<file path="config.mk">
export PLATFORM = sky130hd
export DESIGN_NAME = alu_pipe
export DESIGN_NICKNAME = d
export VERILOG_FILES = /design/src/rtl/alu_pkg.sv /design/src/rtl/alu_core.sv /design/src/rtl/alu_pipe.sv
export SDC_FILE = /design/constraint.sdc
export NUM_CORES = 1
export LEC_CHECK = 0
export ABC_AREA = 1
export BUFFER_PORTS_ARGS = -buffer_cell sky130_fd_sc_hd__clkbuf_2
export CAP_MARGIN = 40
export CORE_MARGIN = 1.5
export CORE_UTILIZATION = 55
export CTS_CLUSTER_SIZE = 24
export DETAILED_ROUTE_END_ITERATION = 8
export PLACE_DENSITY_LB_ADDON = 0.08
export SETUP_SLACK_MARGIN = 0.5
export SLEW_MARGIN = 20
export SYNTH_ARGS = -nofsm -noshare
export SYNTH_HDL_FRONTEND = slang
export SYNTH_SLANG_ARGS = --single-unit
</file>
<file path="constraint.sdc">
create_clock -name clk -period 6.7 [get_ports clk]
set_input_delay 1.34 -clock clk [delete_from_list [all_inputs] [get_ports clk]]
set_output_delay 1.34 -clock clk [all_outputs]
set_load 0.01 [all_outputs]
</file>
<file path="src/rtl/alu_pkg.sv">
// alu_pkg: shared definitions for the pipelined Hack-style ALU.
//   - CTRL_* : bit positions of {zx,nx,zy,ny,f,no} inside the 6-bit ctrl word
//   - ALU_*  : commonly used ctrl encodings
//   - state_e: sequencer state of alu_pipe (single-cycle op vs. iterative multiply)
package alu_pkg;

  localparam int CTRL_ZX = 5;
  localparam int CTRL_NX = 4;
  localparam int CTRL_ZY = 3;
  localparam int CTRL_NY = 2;
  localparam int CTRL_F  = 1;
  localparam int CTRL_NO = 0;

  localparam logic [5:0] ALU_ADD  = 6'b000010;
  localparam logic [5:0] ALU_SUB  = 6'b010011;
  localparam logic [5:0] ALU_ZERO = 6'b101010;
  localparam logic [5:0] ALU_NEG1 = 6'b111010;
  localparam logic [5:0] ALU_AND  = 6'b000000;

  typedef enum logic {
    IDLE = 1'b0,
    MUL  = 1'b1
  } state_e;

endpackage

</file>
<file path="src/rtl/alu_core.sv">
// alu_core: combinational Hack ALU with carry and signed-overflow flags.
//   x, y  : WIDTH-bit operands
//   ctrl  : {zx,nx,zy,ny,f,no}
//   res   : result after the optional final inversion
//   carry : carry-out of xb+yb when f=1, else 0
//   ovf   : signed overflow of xb+yb when f=1, else 0
// Both flags describe the add itself, before the no inversion is applied.
module alu_core
  import alu_pkg::*;
#(
  parameter int WIDTH = 16
) (
  input  logic [WIDTH-1:0] x,
  input  logic [WIDTH-1:0] y,
  input  logic [5:0]       ctrl,
  output logic [WIDTH-1:0] res,
  output logic             carry,
  output logic             ovf
);

  logic [WIDTH-1:0] xa, xb, ya, yb, r;
  logic [WIDTH:0]   sum;

  always_comb begin
    xa  = ctrl[CTRL_ZX] ? '0 : x;
    xb  = ctrl[CTRL_NX] ? ~xa : xa;
    ya  = ctrl[CTRL_ZY] ? '0 : y;
    yb  = ctrl[CTRL_NY] ? ~ya : ya;
    sum = {1'b0, xb} + {1'b0, yb};
    r   = ctrl[CTRL_F] ? sum[WIDTH-1:0] : (xb & yb);
    res = ctrl[CTRL_NO] ? ~r : r;
    carry = ctrl[CTRL_F] & sum[WIDTH];
    // Overflow: both addends share a sign and the sum's sign differs from it.
    ovf = ctrl[CTRL_F] & (xb[WIDTH-1] == yb[WIDTH-1]) & (sum[WIDTH-1] != xb[WIDTH-1]);
  end

endmodule

</file>
<file path="src/rtl/alu_pipe.sv">
// alu_pipe: registered Hack ALU with valid/ready handshakes, a one-entry
// output register, extended flags and an optional iterative multiplier.
//   clk, reset          : clock, synchronous active-high reset
//   in_valid / in_ready : input beat handshake (x, y, ctrl, mul sampled on transfer)
//   x, y                : operands
//   ctrl                : {zx,nx,zy,ny,f,no}
//   mul                 : select shift-add multiply (honoured only when MUL_EN=1)
//   out_valid/out_ready : output handshake for the result register
//   out, zr, ng         : result, out==0, out[WIDTH-1]
//   carry, ovf          : adder carry-out / signed overflow (multiply: ovf = high half nonzero)
// Hack ops complete on the accepting edge; a multiply takes WIDTH further edges,
// during which no new beat is accepted.
module alu_pipe
  import alu_pkg::*;
#(
  parameter int WIDTH  = 16,
  parameter int MUL_EN = 1
) (
  input  logic             clk,
  input  logic             reset,
  input  logic             in_valid,
  output logic             in_ready,
  input  logic [WIDTH-1:0] x,
  input  logic [WIDTH-1:0] y,
  input  logic [5:0]       ctrl,
  input  logic             mul,
  output logic             out_valid,
  input  logic             out_ready,
  output logic [WIDTH-1:0] out,
  output logic             zr,
  output logic             ng,
  output logic             carry,
  output logic             ovf
);

  localparam int CNT_W = $clog2(WIDTH);

  state_e state, state_next;

  logic [WIDTH-1:0]   core_res;
  logic               core_carry, core_ovf;

  logic [2*WIDTH-1:0] mcand, acc, acc_next;
  logic [WIDTH-1:0]   mplier;
  logic [CNT_W-1:0]   cnt;

  logic               accept, mul_sel, mul_start, mul_done, load;
  logic [WIDTH-1:0]   load_res;
  logic               load_carry, load_ovf;

  alu_core #(.WIDTH(WIDTH)) u_core (
    .x     (x),
    .y     (y),
    .ctrl  (ctrl),
    .res   (core_res),
    .carry (core_carry),
    .ovf   (core_ovf)
  );

  // The slot may take a new beat when it is empty or being drained this edge.
  assign in_ready  = !reset && (state == IDLE) && (!out_valid || out_ready);
  assign accept    = in_valid && in_ready;
  assign mul_sel   = (MUL_EN != 0) && mul;
  assign mul_start = accept && mul_sel;
  assign mul_done  = (state == MUL) && (cnt == '0);

  // Accumulator value after this edge's partial product; used both for the
  // register update and for the result on the final edge.
  assign acc_next  = acc + (mplier[0] ? mcand : '0);

  always_comb begin
    // NOTE: every output of a combinational block gets a default first, so no
    // path leaves a value unassigned and no latch is inferred.
    state_next = state;
    case (state)
      IDLE: if (mul_start) state_next = MUL;
      MUL:  if (mul_done)  state_next = IDLE;
      default: state_next = IDLE;
    endcase
  end

  always_comb begin
    load       = (accept && !mul_sel) || mul_done;
    load_res   = core_res;
    load_carry = core_carry;
    load_ovf   = core_ovf;
    if (mul_done) begin
      load_res   = acc_next[WIDTH-1:0];
      load_carry = 1'b0;
      load_ovf   = |acc_next[2*WIDTH-1:WIDTH];
    end
  end

  // NOTE: sequential state uses non-blocking assignments so every register
  // samples pre-edge values regardless of statement order.
  always_ff @(posedge clk) begin
    if (reset) begin
      state     <= IDLE;
      cnt       <= '0;
      out_valid <= 1'b0;
      out       <= '0;
      zr        <= 1'b0;
      ng        <= 1'b0;
      carry     <= 1'b0;
      ovf       <= 1'b0;
    end else begin
      state <= state_next;
      if (mul_start) begin
        cnt <= CNT_W'(WIDTH - 1);
      end else if ((state == MUL) && (cnt != '0)) begin
        cnt <= cnt - 1'b1;
      end
      // A load on a draining edge keeps the slot full.
      out_valid <= load || (out_valid && !out_ready);
      if (load) begin
        out   <= load_res;
        zr    <= (load_res == '0);
        ng    <= load_res[WIDTH-1];
        carry <= load_carry;
        ovf   <= load_ovf;
      end
    end
  end

  // NOTE: multiplier datapath registers are not reset; they are always
  // initialised on the accepting edge before they are read.
  always_ff @(posedge clk) begin
    if (mul_start) begin
      mcand  <= {{WIDTH{1'b0}}, x};
      mplier <= y;
      acc    <= '0;
    end else if (state == MUL) begin
      acc    <= acc_next;
      mcand  <= mcand << 1;
      mplier <= mplier >> 1;
    end
  end

endmodule
</file>
* Word level (Yosys, flattened, before mapping) *
Index checks and enable logic that the tools add are counted.

storage, ports and cells
  input port bits = 43
  register bits after elaboration = 106
  word-level logic and storage cells = 65

cells by class
  muxes and demuxes = 19
  eq/ne operators = 2
  bitwise logic cells = 8
  add/subtract/negate cells = 3
  reductions and logical operators = 21

operators with widths
  kind                                               count
  2-to-1 mux 16 bit                                  11
  NOT 16 bit                                         3
  adder 32 bit                                       1
  2-to-1 mux 32 bit                                  1
  adder 16 x 16 -> 17 bit                            1
  bitwise AND 16 bit                                 1
  zero test 16 bit                                   1
  OR reduction 16 bit                                1
  logical AND 1 bit                                  8
  2-to-1 mux 4 bit                                   2
  zero test 1 bit                                    4
  zero test 4 bit                                    1
  2-to-1 mux 1 bit                                   4
  nonzero test 2 bit                                 2
  nonzero test 4 bit                                 1
  subtractor 4 x 1 -> 4 bit (second input constant)  1
  bitwise AND 1 bit                                  3
  logical OR 1 bit                                   3
  case mux 1 bit (2 select lines)                    1
  == test 1 bit                                      1
  != test 1 bit                                      1
  NOT 1 bit                                          1

* Longest topological paths before layout *
Gate-level depths: netlist of the first run.

  depth after elaboration = 9
  mapped depth = 26

* Hierarchy *
From an unflattened synthesis of the first run, not the netlist that was laid out.

unflattened totals
  cells, all modules = 1439
  area total of the unflattened synthesis = 8876.0 sq um

modules (own cells, without submodules)
  module    instances  area each (sq um)  cells an instance
  alu_pipe  1          6936.7             1058
  alu_core  1          1939.4             381

* Worst setup path after synthesis of the first run *
OpenSTA, ideal clock, no wires.

  path kind = input-to-reg
  start point = input ctrl[4]
  end point = register zr
  arrival = 3835 ps
  required time = 6576 ps
  stages = 24
  slack = 2741 ps
  cells stage by stage = clkbuf_1 > buf_2 > xor2_1 > inv_1 > ha_1 > fa_1 > nand3_1 > nand2_1 > nand2_1 > nand2_1 > nand2_1 > nand2_1 > nand2_1 > nand3_2 > nand2_1 > nand2_1 > nand2_1 > nand2_1 > nand2_1 > nor2_1 > nand2_1 > nor2_1 > nor2_1 > nor2_1

between the ends
  longest elaborated chain between the ends = 7
  elaborated cells on any way between the ends = 8
  classes of those cells = add/sub: 1; mux: 4; bitwise: 2; reduce/logical: 1

ends and longest elaborated chain
  element                                                               RTL line                        text
  start: declaration                                                    alu_pipe.sv:25                  input logic [5:0] ctrl,
  2-to-1 mux 16 bit *                                                   alu_core.sv:26                  xb = ctrl[CTRL_NX] ? ~xa : xa;
  adder 16 x 16 -> 17 bit / bitwise AND 16 bit (equally long branches)  alu_core.sv:29, alu_core.sv:30
  2-to-1 mux 16 bit *                                                   alu_core.sv:30                  r = ctrl[CTRL_F] ? sum[WIDTH-1:0] : (xb & yb);
  NOT 16 bit                                                            alu_core.sv:31                  res = ctrl[CTRL_NO] ? ~r : r;
  2-to-1 mux 16 bit *                                                   alu_core.sv:31
  2-to-1 mux 16 bit *                                                   alu_pipe.sv:87                  if (mul_done) begin
  zero test 16 bit *                                                    alu_pipe.sv:117                 zr <= (load_res == '0);
  end signal: assignment                                                alu_pipe.sv:117
  end: declaration                                                      alu_pipe.sv:30                  output logic zr,

Every way passes the cells marked *; elsewhere a longest branch is shown, timed or not.
A chain may end at the register's enable or synchronous reset.

* Final worst setup path of the first run *
  start point = input ctrl[5]
  end point = register zr

between the ends
  longest elaborated chain between the ends = 9
  elaborated cells on any way between the ends = 10
  classes of those cells = add/sub: 1; mux: 5; bitwise: 3; reduce/logical: 1

ends and longest elaborated chain
  element                                                               RTL line                        text
  2-to-1 mux 16 bit *                                                   alu_core.sv:25                  xa = ctrl[CTRL_ZX] ? '0 : x;
  NOT 16 bit                                                            alu_core.sv:26
  2-to-1 mux 16 bit *                                                   alu_core.sv:26
  adder 16 x 16 -> 17 bit / bitwise AND 16 bit (equally long branches)  alu_core.sv:29, alu_core.sv:30
  2-to-1 mux 16 bit *                                                   alu_core.sv:30
  NOT 16 bit                                                            alu_core.sv:31
  2-to-1 mux 16 bit *                                                   alu_core.sv:31
  2-to-1 mux 16 bit *                                                   alu_pipe.sv:87
  zero test 16 bit *                                                    alu_pipe.sv:117

Marked as above.

==> results of run 1 <==
[synthesized netlist by cell type (3+ instances only)]
master / count
a22o_1: 15
a21oi_2: 4
xnor2_1: 5
clkbuf_1: 28
buf_2: 9
nor3_1: 12
buf_4: 3
o21ai_0: 60
inv_2: 9
o21bai_1: 9
nand3_1: 81
nor2_1: 79
o211ai_1: 5
edfxtp_1: 32
o22ai_1: 14
xor2_1: 45
nand3_2: 8
nand4_1: 17
inv_1: 186
nand2_1: 447
ha_1: 49
nand2_2: 15
o21a_1: 3
o21ai_1: 6
nor2_2: 3
dfxtp_1: 73
a21oi_1: 61
[how the worst min path moves through the flow]
stage | end | slack, ns | start | depth (start not counted)
finish | cnt[0] | 0.47 | cnt[0] | 2
floorplan | mcand[31] | 0.43 | mcand[31] | 2
CTS | cnt[0] | 0.47 | cnt[0] | 2
global placement | mcand[31] | 0.44 | mcand[31] | 2
global route | cnt[0] | 0.48 | cnt[0] | 2
detailed placement | mcand[31] | 0.45 | mcand[31] | 2
[cells by family after synthesis]
family | count (synthesis) | synth area share, %
buf+inv | 238 | 11.0
flops | 105 | 29.1
compound gates | 184 | 12.9
xor+xnor | 50 | 5.27
simple gates | 672 | 33.8
fa+ha+maj | 51 | 7.85
[cell type report]
class,instances,area (um^2)
clock buffer,9,225
clock inverter,7,92.6
fill,1458,5550
inverter,197,739
multi-input combinational,957,4980
sequential,105,2420
tap,184,230
timing repair buffer,70,405
[layout by cell type (no fill, tap or decap), drive strengths merged, types with 3 or more instances in the layout]
master	Yosys	layout
o21a	3	3
o21ai	66	66
xor2	45	45
nand4	18	18
nor3	13	13
a21oi	65	65
o211ai	5	5
ha	49	49
a22o	15	15
edfxtp	32	32
o22ai	14	14
xnor2	5	5
nor2	82	82
nand2	462	462
o21bai	9	9
inv	195	198
clkbuf	29	73
clkinv	2	5
nand3	89	89
dfxtp	73	73
buf	12	6
[through the flow]
step / area [um^2] / power, mW / setup WS (ns) / hold WS, ns
floorplan: 8320 / 1.28 / 2.74 / 0.428
global placement: 8720 / 1.47 / 2.55 / 0.441
detailed placement: 8780 / 1.48 / 2.48 / 0.448
CTS: 9090 / 2.06 / 2.84 / 0.468
global route: 9090 / 2.18 / 2.46 / 0.484
finish: 9090 / 2.07 / 2.82 / 0.467
[routing by layer]
layer	up-vias	GRT usage, %	wire, um	share of wire, %
li1	4222	-	-	-
met1	3822	44.3	11400	48
met2	298	45.8	9920	41
met3	31	6.80	2130	8.9
met4	0	8.79	467	2.0
met5	-	0	0	0
[sequential cells by signal, indices dropped and copies added, names as in the netlist]
register / count
mcand: 32
cnt: 4
ovf: 1
out: 16
carry: 1
zr: 1
out_valid: 1
mplier: 16
state: 1
acc: 32
[worst min-delay path, delay by kind of cell (launching register included)]
kind               cells  cell delay, ns
AOI/OAI and AO/OA      1            0.05
and+or+nand+nor        1            0.06
DFF                    1            0.31
[power by group through the flow]
stage | sequential, mW | combinational [mW] | clock (mW)
final | 0.756 | 0.726 | 0.584
after global routing | 0.763 | 0.810 | 0.608
after CTS | 0.756 | 0.712 | 0.588
after detailed placement | 0.769 | 0.709 | 0
after global placement | 0.771 | 0.695 | 0
after floorplan | 0.763 | 0.520 | 0
==> results.md, run 1 <==
- TritonRoute pass-1 iters: 8
- Gpl congestion: 0.991
- Post-Synthesis Cells: 1300
- Status: completed
- Critical setup path kind: primary input to flop
- CP required: 7.00 ns
- PD cells: 227 nW/um^2
- Clock share of power: 28.2%
- Worst rel slew slack: 46.6%
- Vias per cell: 5.48
- Placed cells: 1513
- Async SR Flop Fraction: 0%
- Critical path capture point type: flop
- Sum Neg Setup Slack: 0 ns
- Slew @ Worst Pin: 0.799 ns
- Reg-to-reg setup timing slack: 3.47 ns
- Hold WC Path Type: flop to flop
- Internal power: 1.27 mW
- CP Data Arrival Time: 4.17 ns
- Hold_buf cts: 0
- Gate power share: 35.2%
- RSZ-0062 raised after global routing: no
- DP HPWL: 18600 um
- Number of synthesized flops with an enable pin: 32
- Cells on worst reg2reg path: 15
- Largest net degree at the start of global routing: 48
- Total number of vias: 8373
- Routed length per instance: 15.7 um
- # port buffers: 64
- Max Buffers Root-to-Sink: 2
- Post-CTS Resized: 0
- Worst vdd ir: 0.000154 V
- CP dominant cell by count: nand2_1
- Die area: 15900 um^2
- # diodes: 0
- Fin crit period: 3.88 ns
- Proportion of layout cells with a drive suffix above 1: 9.67%
- Post-synthesis sequential area ratio: 29.1%
- RR Endpoint: ovf
- Worst Path Max Fanout: 16
- Std-Cell Rows: 44
- Largest cells by area after synthesis: nand2_1, dfxtp_1, edfxtp_1, inv_1, ha_1
- Critical Path Start Type: primary input
- First-pass GRT wire length: 38600 um
- Max-slew violations: 0
- Avg Cell Area, Syn: 6.40 um^2
- # IOs: 65
- Sink Count: 105
- Reg2reg start: mplier[0]
- Initial DRC Count: 811
- GRT Total Usage: 30.6%
- Clock Skew: 0.00967 ns
- Delay-heaviest family, CP: simple AND/OR/NAND/NOR gates
- Area Growth Syn to Fin: 9.36%
- Clock root cell: clkbuf_16
- Crit path depth: 24
- CTS tree: yes
- H-tree depth: 3
- Lkg Pwr: 4.87 nW
- CP Buf/Inv Count: 3
- Fin util: 62.1%
- Synth Net Count: 1394
- Grt ovf: 0
- Post-synth cell types: 40
- Synthesized area: 8320 um^2
- Die width: 126 um
- Switching portion of total power: 38.7%
- Number of global-route vias before repair: 7793
- Synth top area share: 20.2%
- MaxCap Viol Count: 0
- Max Fclk: 0.258 GHz
- Initial Util: 56.8%
- CP startpoint: ctrl[5]
- Critical Path Sink: zr
- Initial antenna violation count: 0
- Fin crit share: 57.8%
- Switching power total: 801 uW
- Worst-path clk slew: 0.08 ns
- Setup Buffers After CTS: 0
- Crit-path cells: clkbuf_2 -> inv_1 -> nand2_1 -> xor2_1 -> inv_1 -> ha_1 -> fa_1 -> nand3_1 -> nand2_1 -> nand2_1 -> nand2_1 -> nand2_1 -> nand2_1 -> nand2_1 -> nand3_2 -> nand3_1 -> nand2_1 -> nand2_1 -> nand2_1 -> nor2_1 -> nand2_1 -> nor2_1 -> nor2_1 -> nor2_1
- CP peak stage delay: 0.48 ns
- Final hold violations: 0
- Yosys reg bits: 105
- Post-synth top flop: dfxtp_1
- Clk_lat worst skew: 0.36 ns
- Reg power frac: 36.6%
- Fin cells: 1529
- CORE AREA: 14600 um^2
- Final setup vio count: 0
- Total CTS buffers: 9
- Yosys warning total: 0
- Slowest-stage cell, CP: fa_1
- Final wirelength: 23900 um
- Area leader, netlist: nand2_1
- Die Y: 126 um
- # DRC: 0
- Routed Antenna Nets: 0
- Final #Nets: 1434
No activity file was read; power rests on OpenSTA's default activity.
==> run 2: changes to the inputs <==
- clock period: 6.7 -> 4 ns (I/O delays scaled with it)
==> results.md, run 2 (same netlist as run 1, synthesis figures left out) <==
- Sink Count: 105
- Internal power: 2.12 mW
- Initial antenna violation count: 0
- Placed cells: 1518
- # diodes: 0
- Critical setup path kind: primary input to flop
- Gate power share: 35.5%
- CORE AREA: 14600 um^2
- Worst rel slew slack: 54.7%
- CTS tree: yes
- # port buffers: 64
- Switching power total: 1.34 mW
- Fin crit share: 81.6%
- Clock share of power: 27.8%
- H-tree depth: 3
- Total CTS buffers: 9
- Hold WC Path Type: flop to flop
- # DRC: 0
- Final setup vio count: 0
- Routed length per instance: 15.6 um
- Lkg Pwr: 4.89 nW
- Reg power frac: 36.7%
- Slowest-stage cell, CP: ha_1
- Sum Neg Setup Slack: 0 ns
- DP HPWL: 18800 um
- Fin crit period: 3.26 ns
- Slew @ Worst Pin: 0.679 ns
- Routed Antenna Nets: 0
- Fin cells: 1538
- Most common cell after layout, fill and taps aside: nand2_1
- Final #Nets: 1443
- PD cells: 377 nW/um^2
- Area Growth Syn to Fin: 10.0%
- Switching portion of total power: 38.8%
- # IOs: 65
- Die width: 126 um
- Hold_buf cts: 0
- Largest net degree at the start of global routing: 37
- Worst-path clk slew: 0.08 ns
- Final hold violations: 0
- Clock Skew: 0.00946 ns
- CP Data Arrival Time: 3.57 ns
- CP dominant cell by count: nand2_1
- GRT Total Usage: 31.2%
- Critical path capture point type: flop
- CP required: 4.30 ns
- Worst Path Max Fanout: 13
- Most frequent cells in the layout: nand2_1, inv_1, nand3_1, nor2_1, dfxtp_1
- Clock root cell: clkbuf_16
- Final wirelength: 23900 um
- Worst vdd ir: 0.000277 V
- TritonRoute pass-1 iters: 7
- First-pass GRT wire length: 39500 um
- Initial DRC Count: 823
- Std-Cell Rows: 44
- Max Buffers Root-to-Sink: 2
- RSZ-0062 raised after global routing: yes
- CP peak stage delay: 0.39 ns
- Die area: 15900 um^2
- Reg-to-reg setup timing slack: 0.90 ns
- Critical Path Start Type: primary input
- Max Fclk: 0.306 GHz
- Proportion of layout cells with a drive suffix above 1: 10.5%
- Number of global-route vias before repair: 7839
- Status: completed
- Max-slew violations: 0
- Gpl congestion: 0.941
- Initial Util: 56.8%
- Total number of vias: 8410
- MaxCap Viol Count: 0
- Largest regs: acc (32), mcand (32)
- Clk_lat worst skew: 0.36 ns
- Grt ovf: 0
- Die Y: 126 um
- Vias per cell: 5.47
- Crit-path cells: clkbuf_2 -> buf_4 -> xor2_1 -> inv_1 -> ha_1 -> nand2_1 -> nand2_2 -> nand2_1 -> nand3_2 -> nand2_1 -> nand2_1 -> nand2_1 -> nand3_1 -> nand3_1 -> nand2_1 -> a21oi_1 -> nand3_1 -> nor2_1 -> nor2_1 -> nor2_1
==> run 2: per-layer routing <==
layer	vias to the layer above	track usage (%)	share of wire (%)	wire, um
met2	285	45.3	41	9750
met1	3825	46.6	48	11600
met5	-	0	0	0
met4	0	10.4	2.9	696
li1	4258	-	-	-
met3	42	5.61	8.0	1920
==> run 2: cell type report <==
class                           count  area, um^2
Fill cell                        1422        5490
Clock buffer                       11         264
Tap cell                          184         230
Sequential cell                   105        2420
Clock inverter                      5        53.8
Inverter                          197         747
Timing Repair Buffer               79         453
Multi-Input combinational cell    957        4980
==> run 2: path summary, 6_finish.rpt <==
kind | cells past startpoint | to | start
max | 20 | zr | ctrl[4]
min | 2 | cnt[0] | cnt[0]
max reg2reg | 21 | ovf | mplier[0]
min reg2reg | 2 | cnt[0] | cnt[0]
==> run 2: per-stage QoR <==
stage | power, mW | setup slack (ns) | hold slack [ns] | instance area, um^2 | util (%)
after floorplan | 2.15 | 0.581 | 0.428 | 8320 | -
after global placement | 2.48 | 0.427 | 0.439 | 8780 | 60.0
after detailed placement | 2.48 | 0.371 | 0.456 | 8790 | 60.1
after CTS | 3.45 | 0.739 | 0.470 | 9110 | 62.2
after global routing | 3.68 | 0.494 | 0.497 | 9150 | 62.5
final | 3.46 | 0.736 | 0.469 | 9150 | 62.5
==> run 2: worst max-delay path: cells and delay by family <==
family | cells | cell delay, ns
AO/OA/AOI/OAI | 1 | 0.26
XOR/XNOR | 1 | 0.18
AND/OR/NAND/NOR | 14 | 1.29
adder cells (fa/ha/maj) | 1 | 0.39
buffers and inverters | 3 | 0.63
==> run 2: timing repair <==
item | 4_1_cts | 5_1_grt
buffers inserted | 0 | 4
endpoints found under the setup margin | 0 | 4
gates resized for setup | 0 | 3
==> run 2: power by group through the flow <==
stage          registers, mW  logic (mW)  clock network (mW)
2_1_floorplan           1.28       0.871                   0
3_3_place_gp            1.29        1.18                   0
3_5_place_dp            1.29        1.19                   0
4_1_cts                 1.27        1.20               0.978
5_1_grt                 1.28        1.38                1.02
6_report                1.27        1.23               0.960
==> run 3: changes to the inputs <==
- clock period: 4 -> 3.41 ns (I/O delays scaled with it)
==> results.md, run 3 (same netlist as run 1, synthesis figures left out) <==
- Final hold violations: 0
- Initial DRC Count: 773
- First-pass GRT wire length: 40200 um
- Critical setup path kind: flop to flop
- Largest net degree at the start of global routing: 41
- Grt ovf: 0
- Clock Skew: 0.0148 ns
- # IOs: 65
- Failing checks: DRC
- Most frequent cells in the layout: nand2_1, inv_1, nand3_1, dfxtp_1, nor2_1
- Sum Neg Setup Slack: 0 ns
- # DRC: 3
- CP required: 3.66 ns
- Routed Antenna Nets: 0
- Sink Count: 105
- DP HPWL: 19100 um
- RSZ-0062 raised after global routing: yes
- # diodes: 0
- Most common cell after layout, fill and taps aside: nand2_1
- Max Buffers Root-to-Sink: 2
- Lkg Pwr: 4.98 nW
- Status: finished with violations
- Clock root cell: clkbuf_16
- Final #Nets: 1460
- H-tree depth: 3
- GRT Total Usage: 31.7%
- Initial Util: 56.8%
- CP Data Arrival Time: 3.22 ns
- Total CTS buffers: 9
- CTS tree: yes
- Routed length per instance: 15.9 um
- Number of global-route vias before repair: 8106
- Fin crit share: 87.3%
- Total number of vias: 8595
- Largest regs: acc (32), mcand (32)
- Clk_lat worst skew: 0.37 ns
- Fin crit period: 2.98 ns
- Die width: 126 um
- MaxCap Viol Count: 0
- Final wirelength: 24800 um
- Worst rel slew slack: 55.4%
- Die area: 15900 um^2
- Initial antenna violation count: 1
- Area Growth Syn to Fin: 15.9%
- Hold WC Path Type: flop to flop
- Proportion of layout cells with a drive suffix above 1: 16.8%
- Worst-path clk slew: 0.08 ns
- Die Y: 126 um
- Fin util: 65.8%
- Gpl congestion: 0.971
- # port buffers: 64
- Critical Path Start Type: flop
- Vias per cell: 5.53
- Max-slew violations: 0
- Slew @ Worst Pin: 0.669 ns
- Hold_buf cts: 0
- PD cells: 431 nW/um^2
- Worst vdd ir: 0.000333 V
- Critical path capture point type: flop
- CORE AREA: 14600 um^2
- Final setup vio count: 0
- TritonRoute pass-1 iters: 7
- Max Fclk: 0.336 GHz
- Std-Cell Rows: 44
- Worst Path Max Fanout: 18
run 3: cell types whose count changed in the layout (fill, tap and decap cells not counted), sizes merged:
| cell | before | now |
|---|---|---|
| buf | 15 | 33 |
| clkbuf | 75 | 72 |
| inv | 196 | 198 |
run 3: per-stage QoR:
step | cells | cell area [um^2] | power (mW) | hold WS (ns) | worst slack (ns)
after floorplan | 1300 | 8390 | 2.53 | 0.428 | 0.490
after global placement | 1526 | 8890 | 2.92 | 0.440 | 0.00628
after detailed placement | 1527 | 8910 | 2.93 | 0.456 | 0.0315
after CTS | 1545 | 9260 | 3.99 | 0.477 | 0.498
after global routing | 1555 | 9640 | 4.39 | 0.503 | 0.303
final | 1555 | 9640 | 4.15 | 0.477 | 0.434
run 3: where the power goes:
group,internal (mW),switching (mW)
combinational,0.592,1.03
sequential,1.41,0.0750
clock,0.511,0.528
run 3: worst paths after layout:
| kind | from | to | slack (ns) | cells past startpoint |
|---|---|---|---|---|
| setup / recovery | mplier[0] | zr | 0.43 | 17 |
| hold / removal | acc[0] | acc[0] | 0.48 | 2 |
| setup reg to reg | mplier[0] | zr | 0.43 | 17 |
| hold reg to reg | acc[0] | acc[0] | 0.48 | 2 |
run 3: critical path, stage by stage (launching register included):
cell	delay (ns)
edfxtp_1	0.51
buf_8	0.21
nand2_1	0.06
inv_1	0.04
ha_1	0.35
nand2_1	0.11
o21ai_1	0.29
a21o_1	0.24
nand2_1	0.07
nand2_1	0.11
xor2_1	0.36
nand2_1	0.12
nand2_1	0.12
nor2_1	0.05
nand2_1	0.06
nor2_1	0.04
nor2_1	0.08
nor2_1	0.05
run 3: area by class of cell:
| cell class | count | area, um^2 |
|---|---|---|
| repair buffers | 96 | 611 |
| multi-input cells | 957 | 5340 |
| inverters | 197 | 746 |
| clock inverters | 7 | 60.1 |
| flip-flops and latches | 105 | 2420 |
| fillers | 1399 | 5010 |
| clock buffers | 9 | 225 |
| well taps | 184 | 230 |
run 3: timing repair:
action,in CTS,in global routing
endpoints found under the setup margin,3,10
pin swaps,2,23
gates resized for setup,14,78
buffers inserted,2,10
run 3: layer usage:
metal | global-route usage [%] | vias up | routed length, um
li1 | - | 4277 | -
met1 | 46.0 | 3951 | 11600
met2 | 48.4 | 328 | 10600
met3 | 6.88 | 37 | 2130
met4 | 7.03 | 2 | 394
met5 | 0 | - | 10
